`config.mk`:
```
export PLATFORM = sky130hd
export DESIGN_NAME = regfile_write_arbiter
export DESIGN_NICKNAME = d
export VERILOG_FILES = /design/src/rtl/regfile_write_arbiter.sv
export SDC_FILE = /design/constraint.sdc
export NUM_CORES = 1
export LEC_CHECK = 0
export BUFFER_PORTS_ARGS = -buffer_cell sky130_fd_sc_hd__buf_2
export CELL_PAD_IN_SITES_DETAIL_PLACEMENT = 0
export CELL_PAD_IN_SITES_GLOBAL_PLACEMENT = 1
export CORE_MARGIN = 1
export CORE_UTILIZATION = 33
export CTS_CLUSTER_SIZE = 16
export DETAILED_ROUTE_END_ITERATION = 10
export PLACE_DENSITY = 0.83
export SYNTH_ARGS = -nofsm -noshare
export SYNTH_HDL_FRONTEND = slang
export SYNTH_SLANG_ARGS = --single-unit
```
`constraint.sdc`:
```
create_clock -name clk -period 2.4 [get_ports clk]
set_input_delay 0.36 -clock clk [delete_from_list [all_inputs] [get_ports clk]]
set_output_delay 0.36 -clock clk [all_outputs]
set_load 0.05 [all_outputs]
```
`src/rtl/regfile_write_arbiter.sv`:
```
// regfile_write_arbiter
//   Shares the register file's single write port between two writers.
//   Requester 0 is the pipeline writeback stage. It has priority and can only be stalled.
//   Requester 1 is a multi-cycle unit that uses a valid/ready handshake.
//   A starvation counter forces a grant to requester 1 after MAX_WAIT refused cycles.
//   The write command to the register file is registered, so it appears one cycle after the grant.
//
// Ports
//   clk, rst                          clock and asynchronous active-high reset
//   req0_valid/addr/data -> stall0    writeback request; stall0 means "hold req0_* stable"
//   req1_valid/addr/data -> req1_ready  unit-1 request; the handshake is valid & ready
//   writeS/address3/writeData         registered register-file write command
//   force_count                       number of forced grants (saturating)
module regfile_write_arbiter #(
    parameter int MAX_WAIT     = 4,
    parameter bit ZERO_PROTECT = 1'b1,
    parameter int CNT_W        = 16
) (
    input  logic             clk,
    input  logic             rst,
    input  logic             req0_valid,
    input  logic [4:0]       req0_addr,
    input  logic [31:0]      req0_data,
    output logic             stall0,
    input  logic             req1_valid,
    input  logic [4:0]       req1_addr,
    input  logic [31:0]      req1_data,
    output logic             req1_ready,
    output logic             writeS,
    output logic [4:0]       address3,
    output logic [31:0]      writeData,
    output logic [CNT_W-1:0] force_count
);

    localparam int                WW       = (MAX_WAIT < 1) ? 1 : $clog2(MAX_WAIT + 1);
    localparam logic [WW-1:0]     WAIT_MAX = WW'(MAX_WAIT);
    localparam logic [CNT_W-1:0]  CNT_MAX  = '1;

    logic [WW-1:0]    wait_cnt_q, wait_cnt_d;
    logic [CNT_W-1:0] force_count_q, force_count_d;
    logic             writeS_q, writeS_d;
    logic [4:0]       address3_q, address3_d;
    logic [31:0]      writeData_q, writeData_d;

    logic             force_w;
    logic             grant0, grant1;
    logic [4:0]       g_addr;
    logic [31:0]      g_data;

    // Grant decision. Requester 1 wins when it is forced or when requester 0 is idle.
    always_comb begin
        force_w = req1_valid & (wait_cnt_q == WAIT_MAX);
        grant1  = req1_valid & (force_w | ~req0_valid);
        grant0  = req0_valid & ~grant1;
        g_addr  = grant1 ? req1_addr : req0_addr;
        g_data  = grant1 ? req1_data : req0_data;
    end

    // The handshake outputs are gated by reset so that nothing is accepted while the port is down.
    assign stall0     = ~rst & req0_valid & grant1;
    assign req1_ready = ~rst & grant1;

    always_comb begin
        // Count refused cycles only while req1 is pending.
        // Any handshake or withdrawal of the request restarts the count from 0.
        wait_cnt_d = wait_cnt_q;
        if (!req1_valid || grant1)
            wait_cnt_d = '0;
        else if (wait_cnt_q != WAIT_MAX)
            wait_cnt_d = wait_cnt_q + 1'b1;

        force_count_d = force_count_q;
        if (force_w && force_count_q != CNT_MAX)
            force_count_d = force_count_q + CNT_W'(1);

        // A granted write to r0 still consumes its slot and completes the handshake.
        // Only the enable is suppressed.
        writeS_d    = (grant0 | grant1) & ~(ZERO_PROTECT && g_addr == 5'd0);
        address3_d  = (grant0 | grant1) ? g_addr : address3_q;
        writeData_d = (grant0 | grant1) ? g_data : writeData_q;
    end

    always_ff @(posedge clk or posedge rst) begin
        if (rst) begin
            wait_cnt_q    <= '0;
            force_count_q <= '0;
            writeS_q      <= 1'b0;
            address3_q    <= '0;
            writeData_q   <= '0;
        end else begin
            wait_cnt_q    <= wait_cnt_d;
            force_count_q <= force_count_d;
            writeS_q      <= writeS_d;
            address3_q    <= address3_d;
            writeData_q   <= writeData_d;
        end
    end

    assign writeS      = writeS_q;
    assign address3    = address3_q;
    assign writeData   = writeData_q;
    assign force_count = force_count_q;

endmodule
```
# [Word level (Yosys, flattened, before mapping)]
# Index checks and enable logic that the tools add are counted.
[word_totals] regBits=57 inputBits=78 out_inout_bits=56 wordCells=32
[classes] addsub=2 eq_ne=3 muxes=4 bitwise=13 reduce_logical=5
[op_table] operator="$mux W32" n=1
[op_table] operator="$add A16 B1 Y16 const B" n=1
[op_table] operator="$ne A16 B16 Y1 const B" n=1
[op_table] operator="$and A1 B1 Y1" n=7
[op_table] operator="$mux W3" n=2
[op_table] operator="$logic_not A5 Y1" n=1
[op_table] operator="$mux W5" n=1
[op_table] operator="$not A1 Y1" n=4
[op_table] operator="$add A3 B1 Y3 const B" n=1
[op_table] operator="$eq A3 B3 Y1 const B" n=1
[op_table] operator="$ne A3 B3 Y1 const B" n=1
[op_table] operator="$or A1 B1 Y1" n=2
[op_table] operator="$reduce_bool A2 Y1" n=1
[op_table] operator="$logic_and A1 B1 Y1" n=1
[op_table] operator="$logic_not A1 Y1" n=1
[op_table] operator="$logic_or A1 B1 Y1" n=1

# [Longest topological paths before layout]
# Gate-level depths: netlist of run 1.
[depth] word_depth=8 ltp_mapped=8 mapped_depth_nobuf=6

# [Worst setup path after synthesis of run 1]
# OpenSTA, ideal clock, no wires.
[synth_path] path_kind="input to output" from="input port rst" to="output port stall0" arrival_time_ps=2208 required_ps=2040 slack_ps=-168 path_stages=2 n_path_buf=0 cell_sequence="inv_1 > and3_1"
[synth_between] elab_chain_cells=3
[synth_rtl] element="start, declared" line="20" rtl="input logic rst,"
[synth_rtl] element="$not A1 Y1" line="60" rtl="assign stall0 = ~rst & req0_valid & grant1;"
[synth_rtl] element="$and A1 B1 Y1 (2 in series)" line="60"
[synth_rtl] element="end, declared" line="24" rtl="output logic stall0,"
# No other way between the ends.

# [Worst setup path in the final report of run 1]
[layout_path] from="register wait_cnt_q[0]" to="output port stall0"
[layout_between] elab_chain_cells=5
[layout_rtl] element="start, declared" line="39" rtl="logic [WW-1:0] wait_cnt_q, wait_cnt_d;"
[layout_rtl] element="start signal, assigned" line="91" rtl="wait_cnt_q <= wait_cnt_d;"
[layout_rtl] element="$eq A3 B3 Y1" line="52" rtl="force_w = req1_valid & (wait_cnt_q == WAIT_MAX);"
[layout_rtl] element="$and A1 B1 Y1" line="52"
[layout_rtl] element="$or A1 B1 Y1" line="53" rtl="grant1 = req1_valid & (force_w | ~req0_valid);"
[layout_rtl] element="$and A1 B1 Y1" line="53"
[layout_rtl] element="$and A1 B1 Y1" line="60"
# No other way between the ends.

==> impl_results.md, run 1 <==
- Summed negative setup slack over all endpoints: 0 ps
- Worst Reg2Reg Path Length in Cells: 7
- Worst path required time: 2040 ps
- Power consumption: 2340 µW
- Number of buffers inserted by hold repair at cts: 0
- Diodes inserted: 0
- Number of top-level pins: 134
- Cell types with the largest area share after synthesis: dfrtp_1 55%, a222oi_1 12%, inv_1 5.2%, xor2_1 2.7%, xnor2_1 2.0%
- Clock insertion delay at the later pin of the skew report: 320 ps
- Detailed-placement wirelength estimate: 5020 µm
- Maximum buffer depth of the clock tree: 2
- Overall overflow remaining after global route: 0
- Cell count after placement: 453
- Static leakage: 0.00192 µW
- Most numerous cell types in the synthesized netlist: 57 x dfrtp_1, 36 x inv_1, 32 x a222oi_1, 13 x nand2_1
- Setup CP Type: reg -> out
- Worst voltage drop across the vdd grid: 0.259 mV
- Share of the cycle needed by the critical path after routing: 0.858
- Top cell type's share of synthesized area: 0.554
- Critical Path Sink Type: output pin
- TritonCTS clock tree: built
- Num rows: 31
- Crit path setup slack, layout: 341 ps
- Last weighted congestion value of the routability-driven placer: 0.808
- Number of vias per cell after detailed routing: 5.06
- Layout cell share with drive strength beyond 1: 0.434
- Height of the chip: 90.3 µm
- Number of iterations in the first detailed-routing pass: 5
- Number of enable-type register cells in the synthesized netlist: 0
- Number of nets with antenna violations after detailed routing: 0
- Effective utilization at floorplan: 0.348
- Core footprint: 7410 µm²
- Number of max-cap violations: 0
- Count of distinct cell types in the synthesized netlist: 35
- Die Outline Area: 8160 µm²
- Detailed-route via count: 2367
- RSZ-0062 raised after global routing: no
- Remaining max-slew budget at the tightest pin: 0.500
- Hold Path Class: in -> async
- Total number of nets in the final design: 446
- Critical R2R Capture: writeData[18]
- Post-synth net total: 307
- Root buffer cell: clkbuf_8
- Number of setup violations in the final report: 0
- Sink Count: 57
- Pwr Density: 663 nW/µm²
- Async set or reset register ratio after synthesis: 1.00
- Crit-path max FO: 4
- Count of final hold-check violations: 0
- Internal power of the cells: 1580 µW
- Most instantiated flip-flop cell in the synthesis netlist: dfrtp_1
- Wire length of the first global-routing pass: 11600 µm
- Drt drc: 0
- Post-synthesis instance area: 2570 µm²
- Clock buffer count from CTS: 9
- Synth warn: 0
- Postcts setup bufs: 0
- Startpoint of the worst-slack reg-to-reg timing path: wait_cnt_q[0]
- Clock transition at the register clock pins on the worst setup and hold paths after CTS: 60 ps
- Worst reg-to-reg setup slack: 520 ps
- Power share of the clock group: 0.317
- Cell with the most instances after synthesis: dfrtp_1
- Max Fclk: 0.486 GHz
- Area Growth Syn to Fin: 37.0%
- Critical Path Source Type: register
- Worst slew pin tran: 743 ps
- Antenna violations before repair: 0
- Sequential cell fraction of total power: 0.457
- Routed WL per cell: 14.9 µm
- Area leader, netlist: dfrtp_1
- Psw: 758 µW
- Run status: finished clean
- Final max-slew violation count: 0
- Share of power burned in combinational logic: 0.226
- Switching part of the total power: 0.324
- Maximum number of pins on one net before global-route repair: 35
- Share of synthesized area occupied by flip-flops and latches: 0.554
- Final Instance Count excl. Fillers: 468
- Clock period minus worst slack: 2060 ps
- Number of DRC violations after detailed-routing iteration 0: 150
- Gate count of the mapped netlist: 226
- CTS HTree Levels: 3
- Pre-CTS setup slack: 536 ps
- Resize count post-CTS: 0
- Arrival @ worst endpoint: 1700 ps
- Via count of the first global-routing pass: 2330
- Overall routed net length: 6970 µm
- Final setup skew: 4.70 ps
- Post-synthesis register bit count: 57
- Count of input and output buffers: 133
- Post-Synthesis Mean Instance Area: 11.4 µm²
- Chip Width: 90.3 µm
- GR Util All Layers: 0.179
per-layer routing:
layer | wire, µm | track usage | vias up
met5 | 0 | 0 | -
li1 | - | - | 1121
met4 | 148 | 0.0793 | 0
met1 | 3090 | 0.230 | 1144
met2 | 3350 | 0.286 | 90
met3 | 382 | 0.0471 | 12
worst max-delay path by stage:
stage	start	endpoint	cells past startpoint
6_report	wait_cnt_q[0]	stall0	6
4_1_cts	wait_cnt_q[0]	stall0	6
5_1_grt	wait_cnt_q[0]	stall0	6
3_3_place_gp	wait_cnt_q[0]	writeData[29]	7
2_1_floorplan	rst	stall0	2
3_5_place_dp	wait_cnt_q[0]	writeData[25]	7
flip-flops by register name, summed over array words and instances, names as in the netlist:
signal and flops:
address3 5, force_count 16, wait_cnt_q 3, writeData 32, writeS 1
stage by stage:
stage               hold WS [ps]  cell area [µm²]  utilization
floorplan                    429             2580            -
global placement             439             3370        0.455
detailed placement           469             3370        0.455
CTS                          144             3530        0.476
global route                 163             3530        0.476
finish                       148             3530        0.476
layout make-up:
class	count	area, µm²
timing repair buffer	140	718
clock buffer	15	156
inverter	36	139
sequential	57	1430
multi-input combinational	121	963
fill	736	3880
tap	99	124
placed cells by master (no fill, tap or decap), types with 6 or more instances in the layout:
| cell type | instances |
|---|---|
| clkbuf_8 | 10 |
| xor2_1 | 8 |
| buf_4 | 7 |
| nor3_1 | 6 |
| buf_2 | 133 |
| xnor2_1 | 6 |
| inv_1 | 35 |
| nand2_1 | 13 |
| a222oi_1 | 32 |
| dfrtp_1 | 57 |
| nand3_1 | 7 |
power by group through the flow:
stage / clock network, µW / registers [µW] / logic [µW]
detailed placement: 0 / 1080 / 535
floorplan: 0 / 1310 / 128
global route: 814 / 1070 / 565
finish: 741 / 1070 / 529
CTS: 772 / 1070 / 535
global placement: 0 / 1080 / 527
critical path: stages, from the launching register on:
cell and delay (ps):
dfrtp_1 400, inv_1 70, ha_1 190, nand2_1 110, a21boi_4 180, and3_1 160
buf_2 270
logic make-up (layout without fill, tap and decap cells):
logic type | after synthesis | after routing | synth area share
mux | 7 | 7 | 0.0282
compound gates | 41 | 41 | 0.146
flops | 57 | 57 | 0.554
simple gates | 56 | 56 | 0.130
buf+inv | 48 | 191 | 0.0792
fa+ha+maj | 3 | 3 | 0.0146
xor+xnor | 14 | 14 | 0.0476
No activity file was read; power rests on OpenSTA's default activity.
==> run 2: changes to the inputs <==
==> constraint.sdc (replaced) <==
create_clock -name clk -period 2.4 [get_ports clk]
set_input_delay 0.36 -clock clk [delete_from_list [all_inputs] [get_ports clk]]
set_output_delay 0.36 -clock clk [all_outputs]
set_load 0.1 [all_outputs]
==> impl_results.md, run 2 (synthesis gave the netlist of run 1 again) <==
- Remaining max-slew budget at the tightest pin: 0.569
- Clock insertion delay at the later pin of the skew report: 320 ps
- Most common library cell in the layout ignoring fill and taps: buf_2
- Clock buffer count from CTS: 9
- Met3 Wirelength: 404 µm
- Peak per-stage delay on the critical path: 430 ps
- Highest metal layer with signal wires: met4
- Static leakage: 0.00194 µW
- Root buffer cell: clkbuf_8
- Crit-path max FO: 4
- Worst path required time: 2040 ps
- Sink Count: 57
- Routed WL per cell: 14.4 µm
- Last weighted congestion value of the routability-driven placer: 0.785
- Number of top-level pins: 134
- Hold Path Class: in -> async
- Maximum buffer depth of the clock tree: 2
- Setup CP Type: reg -> out
- Run status: finished clean
- Routed length on met1: 2940 µm
- Layout cell share with drive strength beyond 1: 0.446
- Final setup skew: 7.35 ps
- Final max-slew violation count: 0
- TritonCTS clock tree: built
- Maximum number of pins on one net before global-route repair: 43
- Number of buffers inserted by hold repair at cts: 0
- Overall overflow remaining after global route: 0
- Wire length of the first global-routing pass: 11000 µm
- Count of input and output buffers: 133
- Number of vias per cell after detailed routing: 5.09
- Commonest non-fill, non-tap cells in the layout: 133 x buf_2, 57 x dfrtp_1, 35 x inv_1, 32 x a222oi_1, 13 x nand2_1
- Clock period minus worst slack: 2230 ps
- Worst slew pin tran: 641 ps
- CTS HTree Levels: 3
- Die Outline Area: 8160 µm²
- Area Growth Syn to Fin: 38.1%
- Count of final hold-check violations: 0
- Met2 WL: 3250 µm
- Crit path setup slack, layout: 173 ps
- Diodes inserted: 0
- Number of max-cap violations: 0
- Max Fclk: 0.449 GHz
- Number of nets with antenna violations after detailed routing: 0
- Effective utilization at floorplan: 0.348
- Drt drc: 0
- Critical-path cell list: inv_1 > ha_1 > nand2_1 > a21boi_4 > and3_1 > buf_2
- GR Util All Layers: 0.172
- Overall routed net length: 6720 µm
- Slowest stage cell on the critical path: buf_2
- Worst voltage drop across the vdd grid: 0.304 mV
- Critical Path Sink Type: output pin
- Clock transition at the register clock pins on the worst setup and hold paths after CTS: 60 ps
- RSZ-0062 raised after global routing: no
- Number of iterations in the first detailed-routing pass: 5
- Worst reg-to-reg setup slack: 440 ps
- Total number of nets in the final design: 445
- Antenna violations before repair: 0
- Resize count post-CTS: 0
- Chip Width: 90.3 µm
- Arrival @ worst endpoint: 1870 ps
- Pwr Density: 748 nW/µm²
- Summed negative setup slack over all endpoints: 0 ps
- Largest register FFs: 32
- Num rows: 31
- Core footprint: 7410 µm²
- Detailed-route via count: 2375
- Pre-CTS setup slack: 470 ps
- Via count of the first global-routing pass: 2233
- Cell count after placement: 452
- Critical Path Source Type: register
- Final Instance Count excl. Fillers: 467
- Number of setup violations in the final report: 0
- Postcts setup bufs: 0
- Share of the cycle needed by the critical path after routing: 0.928
- Height of the chip: 90.3 µm
- Detailed-placement wirelength estimate: 4920 µm
- Number of DRC violations after detailed-routing iteration 0: 139
## run 2: cell count changes in the layout (fill, tap and decap cells not counted), sizes merged
| cell | change |
|---|---|
| clkbuf | -3 |
| buf | -1 |
| clkinv | +3 |
## run 2: path summary, 6_finish.rpt
check,start,end,depth (start not counted)
setup / recovery,wait_cnt_q[0],stall0,6
hold / removal,rst,writeData[13],2
setup reg to reg,wait_cnt_q[0],writeData[15],7
hold reg to reg,wait_cnt_q[0],wait_cnt_q[0],1
max in group asynchronous,rst,writeData[4],3
min in group clk,req1_data[23],writeData[23],3
## run 2: area by class of cell
type | instances | area (µm²)
fill | 710 | 3850
multi-input combinational | 121 | 963
tap | 99 | 124
clock inverter | 3 | 15.0
sequential | 57 | 1430
inverter | 36 | 139
timing repair buffer | 139 | 723
clock buffer | 12 | 165
## run 2: per-stage QoR
stage | hold slack (ps) | total power [µW] | cell area, µm² | utilization
floorplan | 429 | 1690 | 2580 | -
global placement | 379 | 1870 | 3380 | 0.456
detailed placement | 390 | 1880 | 3380 | 0.456
CTS | 25.0 | 2700 | 3560 | 0.480
global route | 52.3 | 2780 | 3560 | 0.480
finish | 31.2 | 2660 | 3560 | 0.480
## run 2: layer usage
metal,up-vias,GRT usage
met4,0,0.0820
li1,1114,-
met3,10,0.0286
met1,1153,0.216
met5,-,0
met2,98,0.289
## run 2: power breakdown
group,switching (µW),internal [µW],leakage [µW]
Combinational,638,152,0.00112
Clock,355,448,0.0000980
Sequential,38.6,1030,0.000716
## run 2: worst max-delay path, delay by kind of cell (launching register included)
kind	cells	cell delay, ps
AOI/OAI and AO/OA	1	180
and+or+nand+nor	2	290
buffers and inverters	2	500
adders and majority gates	1	190
DFF	1	400
==> run 3: changes to the inputs <==
--- a/config.mk
+++ b/config.mk
@@ -9,10 +9,10 @@
 export CELL_PAD_IN_SITES_DETAIL_PLACEMENT = 0
 export CELL_PAD_IN_SITES_GLOBAL_PLACEMENT = 1
 export CORE_MARGIN = 1
-export CORE_UTILIZATION = 33
+export CORE_UTILIZATION = 36
 export CTS_CLUSTER_SIZE = 16
 export DETAILED_ROUTE_END_ITERATION = 10
-export PLACE_DENSITY = 0.83
+export PLACE_DENSITY = 0.89
 export SYNTH_ARGS = -nofsm -noshare
 export SYNTH_HDL_FRONTEND = slang
 export SYNTH_SLANG_ARGS = --single-unit
==> constraint.sdc (replaced) <==
create_clock -name clk -period 2.9 [get_ports clk]
set_input_delay 0.435 -clock clk [delete_from_list [all_inputs] [get_ports clk]]
set_output_delay 0.435 -clock clk [all_outputs]
set_load 0.1 [all_outputs]
==> impl_results.md, run 3 (synthesis gave the netlist of run 1 again) <==
- Critical-path cell list: inv_1 > ha_1 > nand2_1 > a21boi_4 > and3_1 > buf_2
- Clock insertion delay at the later pin of the skew report: 320 ps
- Summed negative setup slack over all endpoints: 0 ps
- Area Growth Syn to Fin: 37.2%
- Static leakage: 0.00193 µW
- Critical R2R Capture: writeData[11]
- Chip Width: 86.6 µm
- Number of nets with antenna violations after detailed routing: 0
- Worst Reg2Reg Path Length in Cells: 7
- Startpoint of the worst-slack reg-to-reg timing path: wait_cnt_q[0]
- Hold Path Class: in -> async
- Number of top-level pins: 134
- GR Util All Layers: 0.186
- Sink Count: 57
- Pre-CTS setup slack: 907 ps
- Clock transition at the register clock pins on the worst setup and hold paths after CTS: 60 ps
- Critical Path Sink Type: output pin
- RSZ-0062 raised after global routing: no
- Diodes inserted: 0
- Overall routed net length: 6590 µm
- Clock period minus worst slack: 2320 ps
- Worst reg-to-reg setup slack: 900 ps
- Number of DRC violations after detailed-routing iteration 0: 217
- Worst voltage drop across the vdd grid: 0.326 mV
- Maximum buffer depth of the clock tree: 2
- Effective utilization at floorplan: 0.375
- Share of the cycle needed by the critical path after routing: 0.801
- Remaining max-slew budget at the tightest pin: 0.582
- Last weighted congestion value of the routability-driven placer: 0.804
- Peak per-stage delay on the critical path: 420 ps
- Number of setup violations in the final report: 0
- Run status: finished clean
- Detailed-route via count: 2358
- Total number of nets in the final design: 445
- Most common library cell in the layout ignoring fill and taps: buf_2
- Power consumption: 2170 µW
- Arrival @ worst endpoint: 1890 ps
- Pwr Density: 615 nW/µm²
- Critical Path Source Type: register
- Design area: 3530 µm²
- Crit path setup slack, layout: 576 ps
- Commonest non-fill, non-tap cells in the layout: 133 x buf_2, 57 x dfrtp_1, 35 x inv_1, 32 x a222oi_1, 13 x nand2_1
- Maximum number of pins on one net before global-route repair: 32
- TritonCTS clock tree: built
- Core footprint: 6870 µm²
- Wire length of the first global-routing pass: 10700 µm
- Height of the chip: 86.6 µm
- Overall overflow remaining after global route: 0
- Root buffer cell: clkbuf_8
- Antenna violations before repair: 0
- Resize count post-CTS: 0
- Postcts setup bufs: 0
- Count of input and output buffers: 133
- Largest register FFs: 32
- Drt drc: 0
- Worst path required time: 2470 ps
- Count of final hold-check violations: 0
- Number of buffers inserted by hold repair at cts: 0
- Clock buffer count from CTS: 9
- Setup CP Type: reg -> out
- Layout cell share with drive strength beyond 1: 0.442
- Final setup skew: 3.19 ps
- Detailed-placement wirelength estimate: 4780 µm
- Final max-slew violation count: 0
- Max Fclk: 0.430 GHz
- Num rows: 30
- Area after detailed placement: 3360 µm²
- Number of max-cap violations: 0
- CTS HTree Levels: 3
- Via count of the first global-routing pass: 2315
- Number of vias per cell after detailed routing: 5.07
- Crit-path max FO: 4
- Slowest stage cell on the critical path: buf_2
- Die Outline Area: 7500 µm²
- Final Instance Count excl. Fillers: 465
- Worst slew pin tran: 621 ps
- Cell count after placement: 449
- Routed WL per cell: 14.2 µm
- Number of iterations in the first detailed-routing pass: 7
==> run 3: changes by cell type in the layout (fill, tap and decap cells not counted) <==
cell	change
buf_4	+1
buf_12	-1
clkbuf_1	+2
clkbuf_8	-1
==> run 3: layer usage <==
metal	global-route usage	share of wire	vias to the layer above	wire (µm)
li1	-	-	1119	-
met1	0.227	0.43	1129	2800
met2	0.318	0.50	99	3260
met3	0.0390	0.063	11	414
met4	0.0788	0.016	0	108
met5	0	0	-	0
==> run 3: layout make-up <==
cell class | instances | area, µm²
Multi-Input combinational cell | 121 | 963
Clock inverter | 3 | 15.0
Fill cell | 648 | 3340
Clock buffer | 13 | 159
Sequential cell | 57 | 1430
Inverter | 36 | 139
Timing Repair Buffer | 139 | 711
Tap cell | 96 | 120
==> run 3: where the power goes <==
part	leakage (µW)	switching (µW)	internal, µW	total [µW]
combinational	0.00112	527	124	651
clock	0.0000932	288	353	641
sequential	0.000716	32.2	851	883
total	0.00193	848	1330	2170
==> run 3: how the worst max path moves through the flow <==
stage / start / to / slack (ps)
6_report: wait_cnt_q[0] / stall0 / 580
3_5_place_dp: wait_cnt_q[0] / stall0 / 910
4_1_cts: wait_cnt_q[0] / stall0 / 550
2_1_floorplan: wait_cnt_q[0] / stall0 / 440
5_1_grt: wait_cnt_q[0] / stall0 / 480
3_3_place_gp: wait_cnt_q[0] / stall0 / 940
==> run 3: through the flow <==
stage,hold WS [ps],util
after detailed placement,442,0.489
final,85.9,0.514
after floorplan,429,-
after global routing,100,0.514
after CTS,83.3,0.514
after global placement,438,0.489
==> run 3: worst max-delay path, delay by kind of cell (launching register included) <==
family | cells | cell delay [ps]
flops | 1 | 400
compound gates | 1 | 200
fa+ha+maj | 1 | 190
simple gates | 2 | 280
buf+inv | 2 | 490
